## src/rtl/gal_bus_pkg.sv

```systemverilog
// Shared types and defaults for the tristate bus read path.
package gal_bus_pkg;

  typedef enum logic [2:0] {
    ST_IDLE   = 3'd0,
    ST_TURN   = 3'd1,
    ST_STROBE = 3'd2,
    ST_SETTLE = 3'd3,
    ST_DONE   = 3'd4
  } state_t;

  localparam int DEF_TURN    = 1;
  localparam int DEF_SETTLE  = 2;
  localparam int DEF_TIMEOUT = 15;

  // One spare bit so a counter can hold its own limit without wrapping.
  function automatic int cnt_w(input int lim);
    return $clog2(lim) + 1;
  endfunction

endpackage

```

## src/rtl/bus_settle.sv

```systemverilog
// Bus stability filter: tracks the last sampled word and how long it has held.
import gal_bus_pkg::*;

module bus_settle #(
  parameter int W      = 4,
  parameter int SETTLE = DEF_SETTLE
) (
  input  logic         gclk,
  input  logic         grst_n,
  input  logic         clr,
  input  logic         en,
  input  logic [W-1:0] b,
  output logic         stable
);

  localparam int             SW     = cnt_w(SETTLE);
  localparam logic [SW-1:0]  S_LAST = SW'(SETTLE - 1);

  logic [W-1:0]  ref_q;
  logic [SW-1:0] cnt_q;

  // Asserted on the edge where the count would reach SETTLE.
  assign stable = (b == ref_q) && (cnt_q == S_LAST);

  always_ff @(posedge gclk or negedge grst_n) begin
    if (!grst_n) begin
      ref_q <= '0;
      cnt_q <= '0;
    end else if (clr) begin
      ref_q <= b;
      cnt_q <= '0;
    end else if (en) begin
      if (b == ref_q) begin
        cnt_q <= cnt_q + 1'b1;
      end else begin
        ref_q <= b;
        cnt_q <= '0;
      end
    end
  end

endmodule

```

## src/rtl/tri_bus_reader.sv

```systemverilog
// Reads a released tristate bus via STB/ACK, with turnaround, settle filter,
// timeout/contention abort and a valid/ready output.
import gal_bus_pkg::*;

module tri_bus_reader #(
  parameter int TURN    = DEF_TURN,
  parameter int SETTLE  = DEF_SETTLE,
  parameter int TIMEOUT = DEF_TIMEOUT,
  parameter int W       = 4
) (
  input  logic         C,
  input  logic         R,
  input  logic         REQ,
  input  logic         OWN,
  input  logic [W-1:0] B,
  input  logic         ACK,
  input  logic         RDY,
  output logic         STB,
  output logic [W-1:0] Q,
  output logic         V,
  output logic         BUSY,
  output logic         AB
);

  localparam int            TW        = cnt_w(TURN);
  localparam int            OW        = cnt_w(TIMEOUT);
  localparam logic [TW-1:0] TURN_LAST = TW'(TURN - 1);
  localparam logic [OW-1:0] TO_LAST   = OW'(TIMEOUT - 1);

  state_t        state_q;
  logic [TW-1:0] turn_q;
  logic [OW-1:0] to_q;

  logic in_xfer, contend, tmo, abort;
  logic settle_clr, settle_en, stable;

  assign in_xfer    = (state_q == ST_STROBE) || (state_q == ST_SETTLE);
  assign contend    = in_xfer && OWN;
  assign tmo        = in_xfer && (to_q == TO_LAST);
  assign abort      = contend || tmo;
  assign settle_clr = (state_q == ST_STROBE) && ACK && !abort;
  assign settle_en  = (state_q == ST_SETTLE) && ACK && !abort;
  assign BUSY       = (state_q != ST_IDLE);

  bus_settle #(.W(W), .SETTLE(SETTLE)) u_settle (
    .gclk   (C),
    .grst_n (R),
    .clr    (settle_clr),
    .en     (settle_en),
    .b      (B),
    .stable (stable)
  );

  always_ff @(posedge C or negedge R) begin
    if (!R) begin
      state_q <= ST_IDLE;
      turn_q  <= '0;
      to_q    <= '0;
      STB     <= 1'b0;
      Q       <= '0;
      V       <= 1'b0;
      AB      <= 1'b0;
    end else begin
      AB <= 1'b0;
      case (state_q)
        ST_IDLE: begin
          if (REQ) begin
            state_q <= ST_TURN;
            turn_q  <= '0;
          end
        end
        ST_TURN: begin
          if (OWN) begin
            turn_q <= '0;
          end else begin
            turn_q <= turn_q + 1'b1;
            if (turn_q == TURN_LAST) begin
              state_q <= ST_STROBE;
              STB     <= 1'b1;
              to_q    <= '0;
            end
          end
        end
        ST_STROBE, ST_SETTLE: begin
          // Contention and timeout both win over capture.
          if (abort) begin
            AB      <= 1'b1;
            STB     <= 1'b0;
            V       <= 1'b0;
            state_q <= ST_IDLE;
          end else begin
            to_q <= to_q + 1'b1;
            if (state_q == ST_STROBE) begin
              if (ACK) state_q <= ST_SETTLE;
            end else if (!ACK) begin
              state_q <= ST_STROBE;
            end else if (stable) begin
              Q       <= B;
              V       <= 1'b1;
              STB     <= 1'b0;
              state_q <= ST_DONE;
            end
          end
        end
        ST_DONE: begin
          if (RDY) begin
            V       <= 1'b0;
            state_q <= ST_IDLE;
          end
        end
        default: state_q <= ST_IDLE;
      endcase
    end
  end

endmodule
```

## config.mk

```make
export PLATFORM = sky130hd
export DESIGN_NAME = tri_bus_reader
export DESIGN_NICKNAME = d
export VERILOG_FILES = /design/src/rtl/gal_bus_pkg.sv /design/src/rtl/bus_settle.sv /design/src/rtl/tri_bus_reader.sv
export SDC_FILE = /design/constraint.sdc
export NUM_CORES = 1
export LEC_CHECK = 0
export BUFFER_PORTS_ARGS = -buffer_cell sky130_fd_sc_hd__buf_2
export CAP_MARGIN = 20
export CELL_PAD_IN_SITES_DETAIL_PLACEMENT = 0
export CELL_PAD_IN_SITES_GLOBAL_PLACEMENT = 1
export CORE_MARGIN = 2
export CORE_UTILIZATION = 25
export DETAILED_ROUTE_END_ITERATION = 16
export PLACE_DENSITY = 0.5
export SYNTH_ARGS = -nofsm -noshare
export SYNTH_HDL_FRONTEND = slang
export SYNTH_HIERARCHICAL = 1
export SYNTH_SLANG_ARGS = --single-unit
```

## constraint.sdc

```tcl
create_clock -name C -period 1.85 [get_ports C]
set_input_delay 0.37 -clock C [delete_from_list [all_inputs] [get_ports C]]
set_output_delay 0.37 -clock C [all_outputs]
set_load 0.005 [all_outputs]
```

==> results_tabular.tex, run 1 <==
\begin{tabular}{lr}
\hline
Metric & Value \\
\hline
\multicolumn{2}{l}{\textbf{Die}} \\
\quad Height of the chip & 71.6 µm \\
\quad Effective utilization at floorplan & 26.0\% \\
\quad I/O pin count & 18 \\
\quad Placeable core region & 4380 µm² \\
\quad Area enclosed by the die boundary & 5120 µm² \\
\quad DIE WIDTH & 71.6 µm \\
\quad Number of placement rows & 24 \\
\multicolumn{2}{l}{\textbf{Setup path}} \\
\quad Stage delay of the slowest cell on the critical path & 0.40 ns \\
\quad Nature of the critical path endpoint & flip-flop \\
\quad Critical path class & flip-flop to flip-flop \\
\quad Data required time of the worst path & 2.00 ns \\
\quad Data arrival time at the worst-slack endpoint & 2.02 ns \\
\quad Highest net fanout along the worst path & 5 \\
\quad Cell with the largest stage delay on the worst path & sky130\_fd\_sc\_hd\_\_dfrtp\_1 \\
\quad Cells along the critical path & xor2\_1 > nor4\_2 > and2\_4 > nand3\_4 > nor4\_4 > buf\_6 > mux2\_4 \\
\quad Crit start category & flip-flop \\
\multicolumn{2}{l}{\textbf{Pwr}} \\
\quad Static Leakage & slightly above 0.0007 µW \\
\quad Power per unit of standard cell area & 1190 nW/µm² \\
\quad Peak supply drop & 466 µV \\
\quad Total chip power & 1850 µW \\
\multicolumn{2}{l}{\textbf{Route}} \\
\quad Number of optimization iterations in the first detailed-route pass & 4 \\
\quad Post-DR vias/cell & approximately 4.8 \\
\quad Final ANT Viol Nets & 0 \\
\quad Total via count in the routed design & 939 \\
\quad Average wire per cell in the routed design & $\sim$13 µm \\
\quad DRC Markers & 0 \\
\quad Drt first-iter violations & 43 \\
\quad Detailed-route wire length & around 2.6 mm \\
\multicolumn{2}{l}{\textbf{STA}} \\
\quad Setup slack after layout & -0.0159 ns \\
\quad Slew at the pin closest to its max-slew limit & around 0.50 ns \\
\quad Worst-case clock skew & 0.00265 ns \\
\quad Post-Route Setup TNS & -0.0552 ns \\
\quad Fmax & 536 MHz \\
\quad Final-report max-slew violation count & 0 \\
\quad Worst rel slew slack & between 60\% and 70\% \\
\quad Final-layout worst hold slack & 0.0596 ns \\
\quad Final period util & 101\% \\
\quad Number of hold violations in the final report & 0 \\
\quad Setup violations, final & 4 \\
\quad Setup repair after global routing missed its margin & yes \\
\quad Shortest period the worst path allows & 1.87 ns \\
\multicolumn{2}{l}{\textbf{Yosys}} \\
\quad Yosys Warn Count & 6 \\
\quad Proportion of synthesized chip area in sequential cells & 48.2\% \\
\quad Distinct cells, synth & 35 \\
\quad Mapped Nets & 119 \\
\quad Fraction of synthesized cell area taken by the top area cell type & 48.2\% \\
\quad Most numerous cell in the Yosys netlist & sky130\_fd\_sc\_hd\_\_dfrtp\_1 \\
\quad Syn\_area\_per\_cell & 10.8 µm² \\
\quad Post-synth design cell area & between 1000 and 1500 µm² \\
\quad Cell type with the largest total area after synthesis & sky130\_fd\_sc\_hd\_\_dfrtp\_1 \\
\quad Synthesis-stage register bit count & 22 \\
\quad Count of mapped cells out of synthesis & 106 \\
\quad Most used standard cells in the synthesized netlist & sky130\_fd\_sc\_hd\_\_dfrtp\_1, sky130\_fd\_sc\_hd\_\_nor2\_1, sky130\_fd\_sc\_hd\_\_o21ai\_0 \\
\quad Share of async-settable or async-resettable flops after synthesis & 100\% \\
\quad Largest cells by area after synthesis & sky130\_fd\_sc\_hd\_\_dfrtp\_1, sky130\_fd\_sc\_hd\_\_mux2\_2, sky130\_fd\_sc\_hd\_\_o21ai\_0 \\
\quad Post-synth EDFFs & 0 \\
\quad Dominant synthesized flop cell & sky130\_fd\_sc\_hd\_\_dfrtp\_1 \\
\multicolumn{2}{l}{\textbf{Outcome}} \\
\quad Violations in the final reports & setup timing \\
\quad Status & finished, violations left \\
\multicolumn{2}{l}{\textbf{Run}} \\
\quad Max\_cap viols & 0 \\
\multicolumn{2}{l}{\textbf{Layout}} \\
\quad Post-layout utilization of the core & 35.4\% \\
\quad Fraction of final layout cells with drive strength greater than 1 & 42.1\% \\
\quad Footprint of the multi-input gates & 597 µm² \\
\quad Filler instances & 469 \\
\quad Final \#Nets & about 160 \\
\quad Sequential standard cell area & 551 µm² \\
\quad Diode count & 0 \\
\quad Layout Area Growth over Synthesis & 36.1\% \\
\quad Fin cells & 197 \\
\multicolumn{2}{l}{\textbf{Hold path}} \\
\quad Hold WC Path Type & primary input to asynchronous set/reset pin \\
\multicolumn{2}{l}{\textbf{Clock tree}} \\
\quad Inserted Clock Buffers & 3 \\
\quad Clock Tree Root & sky130\_fd\_sc\_hd\_\_clkbuf\_8 \\
\quad Worst-path clk slew & 0.08 ns \\
\quad Maximum clock path buffer count & 2 \\
\quad Number of clock sinks & 22 \\
\quad Count of H-tree levels built during CTS & 1 \\
\quad CTS tree & done \\
\quad Clock latency reported for the late side of the worst-skew pair & 0.26 ns \\
\multicolumn{2}{l}{\textbf{Placed design}} \\
\quad Post-placement cell count & 190 \\
\quad Routability-driven placement congestion ratio & 0.763 \\
\quad Port buffer count & 17 \\
\quad Placed wire-length estimate & around 2 mm \\
\multicolumn{2}{l}{\textbf{GRT}} \\
\quad Number of antenna violations at the first check in global routing & 0 \\
\quad Maximum number of pins on one net before global-route repair & 23 \\
\quad Via count of the first global-routing pass & between 900 and 1000 \\
\quad Total routing usage reported by global routing & 11.5\% \\
\quad First-pass GRT wire length & 4.64 mm \\
\quad Overflow left after global routing & 0 \\
\hline
\end{tabular}
## registers in the layout, indices dropped and copies added (netlist names)
name / flops
STB: 1
u_settle/ref_q: 4
AB: 1
state_q: 3
to_q: 5
Q: 4
V: 1
turn_q: 1
u_settle/cnt_q: 2
## metrics by stage
step | cell area, µm² | setup slack [ns]
2_1_floorplan | 1160 | -0.0405
3_3_place_gp | 1430 | -0.157
3_5_place_dp | 1430 | -0.245
4_1_cts | 1550 | -0.0412
5_1_grt | 1550 | -0.163
6_report | 1550 | -0.0159
## path summary, 6_finish.rpt
kind | slack (ns) | cells after the start | startpoint | end
min in group C | 0.37 | 2 | B[0] | Q[0]
worst min-delay path | 0.06 | 1 | R | to_q[4]
max in group asynchronous | 1.45 | 1 | R | u_settle/ref_q[0]
worst max register to register | -0.02 | 7 | u_settle/ref_q[2] | Q[1]
worst min register to register | 0.49 | 2 | STB | STB
worst max-delay path | -0.02 | 7 | u_settle/ref_q[2] | Q[1]
## metal layers
layer  wire [µm]  up-vias  GRT usage (%)
li1            -      461              -
met1        1300      461           16.5
met2        1170       15           16.7
met3         111        2           3.09
met4          17        0           3.77
met5           0        -              0
## layout make-up
cell class	instances	share of cell area (%)
inverters	6	1.45
clock buffers	3	2.66
multi-input cells	75	38.4
repair buffers	38	15.9
clock inverters	1	1.93
flip-flops and latches	22	35.5
well taps	52	4.19
## power breakdown
| group | internal, µW | switching [µW] | total [µW] | leakage, µW |
|---|---|---|---|---|
| clock network | 289 | 166 | 456 | 0.0000357 |
| registers | 606 | 90.0 | 696 | 0.000289 |
| logic | 341 | 356 | 697 | 0.000396 |
## logic make-up (layout without fill, tap and decap cells)
logic type,Yosys count,count (layout),synth area share [%]
and+or+nand+nor,38,38,22.3
DFF,22,22,48.2
AOI/OAI and AO/OA,21,21,11.1
muxes,9,9,8.77
buffers and inverters,9,48,3.29
xor gates and xnor gates,4,4,3.07
adders and majority gates,3,3,3.29
## critical path: cells and delay by family, from the launching register on
kind,cells,cell delay (ns)
simple gates,4,0.74
flops,1,0.40
mux,1,0.29
buf+inv,1,0.16
xor+xnor,1,0.15
## cell usage in the layout (no fill, tap or decap), drive strengths merged
cell / Yosys / final
mux2: 8 / 8
a21oi: 4 / 4
a31oi: 1 / 1
xor2: 4 / 4
nor3: 2 / 2
nand2b: 1 / 1
dfrtp: 22 / 22
buf: 3 / 38
or3: 1 / 1
nor2: 10 / 10
and3: 2 / 2
clkbuf: 0 / 3
and4bb: 1 / 1
nand3b: 3 / 3
nor3b: 4 / 4
a22o: 1 / 1
nor2b: 1 / 1
a31o: 2 / 2
nor4: 3 / 3
ha: 3 / 3
o221ai: 1 / 1
nand3: 5 / 5
o211ai: 1 / 1
and2: 1 / 1
nand2: 3 / 3
bufinv: 0 / 1
inv: 6 / 6
mux2i: 1 / 1
o31ai: 1 / 1
o21ai: 10 / 10
and4b: 1 / 1
## what timing repair did
| action | in CTS | in global routing |
|---|---|---|
| pin swaps | 4 | 3 |
| hold buffers | 0 | 0 |
| resized for setup | 6 | 2 |
| endpoints found under the setup margin | 8 | 12 |
| setup buffers | 3 | 0 |
(Power assumes the default switching activity.)
==> inputs of run 2 (changes only) <==
--- a/config.mk
+++ b/config.mk
@@ -7,12 +7,10 @@
 export LEC_CHECK = 0
 export BUFFER_PORTS_ARGS = -buffer_cell sky130_fd_sc_hd__buf_2
 export CAP_MARGIN = 20
-export CELL_PAD_IN_SITES_DETAIL_PLACEMENT = 0
-export CELL_PAD_IN_SITES_GLOBAL_PLACEMENT = 1
 export CORE_MARGIN = 2
 export CORE_UTILIZATION = 25
 export DETAILED_ROUTE_END_ITERATION = 16
-export PLACE_DENSITY = 0.5
+export PLACE_DENSITY = 0.41
 export SYNTH_ARGS = -nofsm -noshare
 export SYNTH_HDL_FRONTEND = slang
 export SYNTH_HIERARCHICAL = 1
==> run 2 against run 1 <==
Net effect:
- the run still ends with setup timing left
- critical path type unchanged
- sequential cell count is the same
- cell area grew 0.89%
- sequential power grew 2%
- total power grew 1.4%
- combinational power grew 2%
==> results_tabular.tex, run 2 (synthesis results as in run 1) <==
\begin{tabular}{lr}
\hline
Metric & Value \\
\hline
\multicolumn{2}{l}{\textbf{GRT}} \\
\quad Global-route met1 utilization & 16.0\% (was 16.5\%) \\
\quad Fraction of met3 tracks used by global routing & 2.11\% (was 3.09\%) \\
\quad First-pass GRT wire length & 4.49 mm (was 4.64 mm) \\
\quad Via count of the first global-routing pass & 954 (was 981) \\
\quad Number of antenna violations at the first check in global routing & 0 (unchanged) \\
\quad Global-route track usage on met2 & 16.8\% (was 16.7\%) \\
\quad Maximum number of pins on one net before global-route repair & 23 (unchanged) \\
\quad GRT Max-Usage Layer & met2 (unchanged) \\
\quad Total routing usage reported by global routing & 10.9\% (was 11.5\%) \\
\quad Overflow left after global routing & 0 (unchanged) \\
\multicolumn{2}{l}{\textbf{Clock tree}} \\
\quad Worst-path clk slew & 0.09 ns (was 0.08 ns) \\
\quad Clock Tree Root & sky130\_fd\_sc\_hd\_\_clkbuf\_8 (unchanged) \\
\quad Inserted Clock Buffers & 3 (unchanged) \\
\quad Number of clock sinks & 22 (unchanged) \\
\quad CTS tree & done (unchanged) \\
\quad Maximum clock path buffer count & 2 (unchanged) \\
\quad Count of H-tree levels built during CTS & 1 (unchanged) \\
\quad Number of hold buffers added after cts & 0 (unchanged) \\
\quad Clock latency reported for the late side of the worst-skew pair & 0.26 ns (about the same) \\
\multicolumn{2}{l}{\textbf{STA}} \\
\quad Setup slack after layout & -0.0190 ns (was -0.0159 ns) \\
\quad Worst rel slew slack & 65.2\% (was 66.5\%) \\
\quad Slew at the pin closest to its max-slew limit & 0.522 ns (was 0.503 ns) \\
\quad Final-report max-slew violation count & 0 (unchanged) \\
\quad Final period util & 101\% (about the same) \\
\quad Setup violations, final & 4 (unchanged) \\
\quad Fmax & 535 MHz (was 536 MHz) \\
\quad Shortest period the worst path allows & 1.87 ns (about the same) \\
\quad Number of hold violations in the final report & 0 (unchanged) \\
\quad Worst-case clock skew & 0.00798 ns (was 0.00265 ns) \\
\quad Setup repair after global routing missed its margin & yes (unchanged) \\
\multicolumn{2}{l}{\textbf{Run}} \\
\quad Max\_cap viols & 0 (unchanged) \\
\multicolumn{2}{l}{\textbf{Die}} \\
\quad I/O pin count & 18 (unchanged) \\
\quad Number of placement rows & 24 (unchanged) \\
\quad Placeable core region & 4380 µm² (unchanged) \\
\quad Area enclosed by the die boundary & 5120 µm² (unchanged) \\
\quad Effective utilization at floorplan & 26.0\% (unchanged) \\
\quad DIE WIDTH & 71.6 µm (unchanged) \\
\quad Height of the chip & 71.6 µm (unchanged) \\
\multicolumn{2}{l}{\textbf{Setup path}} \\
\quad Crit Reg-Reg Endpoint & Q[1] (unchanged) \\
\quad Highest net fanout along the worst path & 5 (unchanged) \\
\quad Crit start category & flip-flop (unchanged) \\
\quad Critical path class & flip-flop to flip-flop (unchanged) \\
\quad Data required time of the worst path & 2.01 ns (was 2.00 ns) \\
\quad Nature of the critical path endpoint & flip-flop (unchanged) \\
\quad Data arrival time at the worst-slack endpoint & 2.03 ns (was 2.02 ns) \\
\quad Worst Reg2Reg Path Length in Cells & 7 (unchanged) \\
\quad Worst reg2reg setup slack & -0.02 ns (about the same) \\
\quad Source of the worst register-to-register timing path & u\_settle/ref\_q[0] (was u\_settle/ref\_q[2]) \\
\multicolumn{2}{l}{\textbf{Layout}} \\
\quad Leading registers by flop count & to\_q x5, Q x4, u\_settle/ref\_q x4 (unchanged) \\
\quad Fraction of final layout cells with drive strength greater than 1 & 42.5\% (was 42.1\%) \\
\quad Final std cell area, no fill & 1570 µm² (was 1550 µm²) \\
\quad Commonest non-fill, non-tap cells in the layout & sky130\_fd\_sc\_hd\_\_dfrtp\_1, sky130\_fd\_sc\_hd\_\_buf\_4, sky130\_fd\_sc\_hd\_\_buf\_2, sky130\_fd\_sc\_hd\_\_nor2\_1, sky130\_fd\_sc\_hd\_\_o21ai\_0 (unchanged) \\
\quad Diode count & 0 (unchanged) \\
\quad Final \#Nets & 160 (was 159) \\
\quad Commonest non-fill, non-tap cell in the layout & sky130\_fd\_sc\_hd\_\_dfrtp\_1 (unchanged) \\
\quad Max reg flops & 5 (unchanged) \\
\quad Largest register by flop count & to\_q (unchanged) \\
\quad Fin cells & 198 (was 197) \\
\quad Layout Area Growth over Synthesis & 37.3\% (was 36.1\%) \\
\multicolumn{2}{l}{\textbf{Pwr}} \\
\quad Static Leakage & 0.000722 µW (was 0.000721 µW) \\
\quad Power per unit of standard cell area & 1200 nW/µm² (was 1190 nW/µm²) \\
\quad Peak supply drop & 310 µV (was 466 µV) \\
\quad Total chip power & 1870 µW (was 1850 µW) \\
\multicolumn{2}{l}{\textbf{Outcome}} \\
\quad Violations in the final reports & setup timing (unchanged) \\
\quad Status & finished, violations left (unchanged) \\
\multicolumn{2}{l}{\textbf{Route}} \\
\quad Post-DR vias/cell & 4.75 (was 4.77) \\
\quad Drt first-iter violations & 69 (was 43) \\
\quad Number of optimization iterations in the first detailed-route pass & 4 (unchanged) \\
\quad DRC Markers & 0 (unchanged) \\
\quad Average wire per cell in the routed design & 13.0 µm (was 13.2 µm) \\
\quad Total via count in the routed design & 940 (was 939) \\
\quad Final ANT Viol Nets & 0 (unchanged) \\
\quad Detailed-route wire length & 2.57 mm (was 2.60 mm) \\
\multicolumn{2}{l}{\textbf{Hold path}} \\
\quad Hold WC Path Type & primary input to asynchronous set/reset pin (unchanged) \\
\multicolumn{2}{l}{\textbf{Placed design}} \\
\quad Port buffer count & 17 (unchanged) \\
\quad Area after DPL & 1450 µm² (was 1430 µm²) \\
\quad Placed wire-length estimate & 1.95 mm (was 1.96 mm) \\
\quad Routability-driven placement congestion ratio & 0.709 (was 0.763) \\
\quad Post-placement cell count & 192 (was 190) \\
\hline
\end{tabular}
[run 2: changes by cell type in the layout (fill, tap and decap cells not counted)]
cell and delta:
sky130_fd_sc_hd__buf_4 +1, sky130_fd_sc_hd__nor3_2 -1, sky130_fd_sc_hd__nor3_4 +1
[run 2: worst max-delay path by stage]
| stage | endpoint | startpoint | cells past startpoint |
|---|---|---|---|
| 4_1_cts | Q[0] | u_settle/ref_q[0] | 7 |
| 3_3_place_gp | Q[0] | B[0] | 8 |
| 2_1_floorplan | Q[0] | B[0] | 6 |
| 6_report | Q[1] | u_settle/ref_q[0] | 7 |
| 5_1_grt | Q[0] | u_settle/ref_q[0] | 7 |
| 3_5_place_dp | Q[0] | B[0] | 8 |
[run 2: final cells by class]
type | instances | area, µm²
clock buffer | 3 | 41.3
inverter | 6 | 22.5
clock inverter | 1 | 30.0
fill | 451 | 2820
timing repair buffer | 39 | 254
sequential | 22 | 551
multi-input combinational | 75 | 603
tap | 52 | 65.1
[run 2: layer usage]
metal,vias to the layer above,routed length (µm)
met3,2,80
met1,457,1270
li1,464,-
met2,17,1210
met5,-,0
met4,0,7
[run 2: worst max-delay path: stages (launching register included)]
cell	delay, ns
sky130_fd_sc_hd__dfrtp_1	0.39
sky130_fd_sc_hd__xor2_1	0.15
sky130_fd_sc_hd__nor4_2	0.31
sky130_fd_sc_hd__and2_4	0.21
sky130_fd_sc_hd__nand3_4	0.08
sky130_fd_sc_hd__nor4_4	0.14
sky130_fd_sc_hd__buf_6	0.17
sky130_fd_sc_hd__mux2_4	0.30
[run 2: power breakdown]
group | leakage (µW) | switching (µW) | total, µW | internal, µW
Clock | 0.0000357 | 165 | 454 | 289
Sequential | 0.000289 | 104 | 710 | 606
Combinational | 0.000397 | 349 | 711 | 362
Total | 0.000722 | 618 | 1870 | 1260
[run 2: metrics by stage]
| step | utilization (%) | hold WS, ns | setup slack, ns | setup TNS [ns] |
|---|---|---|---|---|
| 3_5_place_dp | 33.0 | 0.382 | -0.190 | -1.18 |
| 4_1_cts | 35.6 | 0.0918 | -0.0208 | -0.0765 |
| 2_1_floorplan | - | 0.0744 | -0.0405 | -0.212 |
| 5_1_grt | 35.7 | 0.107 | -0.121 | -0.787 |
| 3_3_place_gp | 33.0 | 0.382 | -0.164 | -0.991 |
| 6_report | 35.7 | 0.0713 | -0.0190 | -0.0710 |
[run 2: what timing repair did]
| action | in CTS | in global routing |
|---|---|---|
| pin swaps | 3 | 1 |
| endpoints found under the setup margin | 9 | 12 |
| setup buffers | 2 | 0 |
| resized for setup | 7 | 2 |
==> inputs of run 3 (changes only) <==
==> constraint.sdc (replaced) <==
create_clock -name C -period 1.85 [get_ports C]
set_input_delay 0.37 -clock C [delete_from_list [all_inputs] [get_ports C]]
set_output_delay 0.37 -clock C [all_outputs]
set_load 0.01 [all_outputs]
==> run 3 against run 2 <==
Net effect:
- the run still ends with setup timing left
- combinational power increased by 2%
- global-route usage rose by 0.10 points
- hold slack improved by 0.0080 ns
- sequential cell count unchanged
- first-iteration DRC count decreased by 30%
- count of clock-buffer cells in the layout did not move
- cell area increased by 0.88%
- sequential power grew 1%
- total power increased by 1.3%
- critical path depth is the same
- largest cell class unchanged
==> results_tabular.tex, run 3 (synthesis results as in run 1) <==
\begin{tabular}{lr}
\hline
Metric & Value \\
\hline
\multicolumn{2}{l}{\textbf{GRT}} \\
\quad Total routing usage reported by global routing & 11.0\% (was 10.9\%) \\
\quad First-pass GRT wire length & 4.46 mm (was 4.49 mm) \\
\quad Number of antenna violations at the first check in global routing & 0 (unchanged) \\
\quad Maximum number of pins on one net before global-route repair & 23 (unchanged) \\
\quad Overflow left after global routing & 0 (unchanged) \\
\quad Via count of the first global-routing pass & 966 (was 954) \\
\multicolumn{2}{l}{\textbf{Setup path}} \\
\quad Worst reg2reg setup slack & -0.01 ns (was -0.02 ns) \\
\quad Crit Reg-Reg Endpoint & Q[1] (unchanged) \\
\quad Crit start category & flip-flop (unchanged) \\
\quad Highest net fanout along the worst path & 5 (unchanged) \\
\quad Data arrival time at the worst-slack endpoint & 2.02 ns (was 2.03 ns) \\
\quad Source of the worst register-to-register timing path & u\_settle/ref\_q[0] (unchanged) \\
\quad Data required time of the worst path & 2.01 ns (about the same) \\
\quad Worst Reg2Reg Path Length in Cells & 7 (unchanged) \\
\quad Critical path class & flip-flop to flip-flop (unchanged) \\
\quad Nature of the critical path endpoint & flip-flop (unchanged) \\
\multicolumn{2}{l}{\textbf{Layout}} \\
\quad Fraction of final layout cells with drive strength greater than 1 & 43.5\% (was 42.5\%) \\
\quad Largest register by flop count & to\_q (unchanged) \\
\quad Final \#Nets & 161 (was 160) \\
\quad Commonest non-fill, non-tap cells in the layout & sky130\_fd\_sc\_hd\_\_dfrtp\_1, sky130\_fd\_sc\_hd\_\_buf\_4, sky130\_fd\_sc\_hd\_\_buf\_2, sky130\_fd\_sc\_hd\_\_nor2\_1, sky130\_fd\_sc\_hd\_\_o21ai\_0 (unchanged) \\
\quad Leading registers by flop count & to\_q x5, Q x4, u\_settle/ref\_q x4 (unchanged) \\
\quad Max reg flops & 5 (unchanged) \\
\quad Layout Area Growth over Synthesis & 38.5\% (was 37.3\%) \\
\quad Diode count & 0 (unchanged) \\
\multicolumn{2}{l}{\textbf{Clock tree}} \\
\quad Inserted Clock Buffers & 3 (unchanged) \\
\quad Maximum clock path buffer count & 2 (unchanged) \\
\quad Clock latency reported for the late side of the worst-skew pair & 0.26 ns (about the same) \\
\quad Worst-path clk slew & 0.09 ns (about the same) \\
\quad Number of hold buffers added after cts & 0 (unchanged) \\
\quad CTS tree & done (unchanged) \\
\quad Clock Tree Root & sky130\_fd\_sc\_hd\_\_clkbuf\_8 (unchanged) \\
\quad Number of clock sinks & 22 (unchanged) \\
\quad Count of H-tree levels built during CTS & 1 (unchanged) \\
\multicolumn{2}{l}{\textbf{Route}} \\
\quad Total via count in the routed design & 941 (was 940) \\
\quad Drt first-iter violations & 48 (was 69) \\
\quad Detailed-route wire length & 2.58 mm (was 2.57 mm) \\
\quad Number of optimization iterations in the first detailed-route pass & 4 (unchanged) \\
\quad Final ANT Viol Nets & 0 (unchanged) \\
\quad DRC Markers & 0 (unchanged) \\
\quad Average wire per cell in the routed design & 12.9 µm (was 13.0 µm) \\
\quad Post-DR vias/cell & 4.73 (was 4.75) \\
\multicolumn{2}{l}{\textbf{STA}} \\
\quad Worst rel slew slack & 64.1\% (was 65.2\%) \\
\quad Slew at the pin closest to its max-slew limit & 0.538 ns (was 0.522 ns) \\
\quad Worst-case clock skew & 0.00452 ns (was 0.00798 ns) \\
\quad Setup slack after layout & -0.0141 ns (was -0.0190 ns) \\
\quad Setup violations, final & 4 (unchanged) \\
\quad Fmax & 536 MHz (was 535 MHz) \\
\quad Final period util & 101\% (about the same) \\
\quad Setup repair after global routing missed its margin & yes (unchanged) \\
\quad Final-report max-slew violation count & 0 (unchanged) \\
\quad Shortest period the worst path allows & 1.86 ns (was 1.87 ns) \\
\quad Number of hold violations in the final report & 0 (unchanged) \\
\quad Post-Route Setup TNS & -0.0464 ns (was -0.0710 ns) \\
\multicolumn{2}{l}{\textbf{Hold path}} \\
\quad Hold WC Path Type & primary input to asynchronous set/reset pin (unchanged) \\
\multicolumn{2}{l}{\textbf{Die}} \\
\quad Placeable core region & 4380 µm² (unchanged) \\
\quad DIE WIDTH & 71.6 µm (unchanged) \\
\quad Number of placement rows & 24 (unchanged) \\
\quad I/O pin count & 18 (unchanged) \\
\quad Height of the chip & 71.6 µm (unchanged) \\
\quad Area enclosed by the die boundary & 5120 µm² (unchanged) \\
\quad Effective utilization at floorplan & 26.0\% (unchanged) \\
\multicolumn{2}{l}{\textbf{Run}} \\
\quad Max\_cap viols & 0 (unchanged) \\
\multicolumn{2}{l}{\textbf{Placed design}} \\
\quad Port buffer count & 17 (unchanged) \\
\quad Placed wire-length estimate & 1.99 mm (was 1.95 mm) \\
\quad Routability-driven placement congestion ratio & 0.723 (was 0.709) \\
\multicolumn{2}{l}{\textbf{Pwr}} \\
\quad Static Leakage & 0.000728 µW (was 0.000722 µW) \\
\quad Power per unit of standard cell area & 1200 nW/µm² (about the same) \\
\quad Peak supply drop & 467 µV (was 310 µV) \\
\quad Total chip power & 1900 µW (was 1870 µW) \\
\multicolumn{2}{l}{\textbf{Outcome}} \\
\quad Status & finished, violations left (unchanged) \\
\quad Violations in the final reports & setup timing (unchanged) \\
\hline
\end{tabular}
[run 3: metal layers]
metal	vias to the layer above	routed length (µm)	global-route usage, %
li1	462	-	-
met1	462	1210	14.1
met2	15	1250	18.9
met3	2	102	3.09
met4	0	15	1.89
met5	-	0	0
[run 3: stage by stage]
stage / hold WS [ns] / worst slack (ns) / instances / util (%) / area (µm²)
floorplan: 0.0744 / -0.0405 / 106 / - / 1160
global placement: 0.381 / -0.163 / 192 / 33.0 / 1450
detailed placement: 0.394 / -0.203 / 192 / 33.0 / 1450
CTS: 0.0933 / -0.0279 / 198 / 35.6 / 1560
global route: 0.118 / -0.136 / 199 / 36.0 / 1580
finish: 0.0793 / -0.0141 / 199 / 36.0 / 1580
[run 3: where the power goes]
part / leakage [µW] / internal (µW) / switching, µW
Sequential: 0.000289 / 606 / 113
Combinational: 0.000403 / 369 / 355
Clock: 0.0000357 / 289 / 167
[run 3: timing repair]
item / 4_1_cts / 5_1_grt
pin swaps: 3 / 1
setup buffers: 2 / 1
endpoints found under the setup margin: 9 / 13
gates resized for setup: 7 / 3
[run 3: layout make-up]
type                       count  area [µm²]
clock buffer                   3        41.3
clock inverter                 1        30.0
fill                         459        2800
inverter                       6        22.5
multi-input combinational     75         609
sequential                    22         551
tap                           52        65.1
timing repair buffer          40         262
[run 3: worst max-delay path by stage]
stage                     depth (start not counted)  endpoint               from  slack [ns]
final                                             7      Q[1]  u_settle/ref_q[0]       -0.01
after global routing                              7      Q[0]  u_settle/ref_q[0]       -0.14
after CTS                                         7      Q[0]  u_settle/ref_q[0]       -0.03
after detailed placement                          8      Q[0]               B[0]       -0.20
after global placement                            8      Q[0]               B[0]       -0.16
after floorplan                                   6      Q[0]               B[0]       -0.04
[run 3: worst max-delay path: stages, from the launching register on]
cell	delay [ns]
sky130_fd_sc_hd__dfrtp_1	0.39
sky130_fd_sc_hd__xor2_1	0.15
sky130_fd_sc_hd__nor4_2	0.31
sky130_fd_sc_hd__and2_4	0.21
sky130_fd_sc_hd__nand3_4	0.08
sky130_fd_sc_hd__nor4_4	0.15
sky130_fd_sc_hd__buf_6	0.17
sky130_fd_sc_hd__mux2_4	0.30
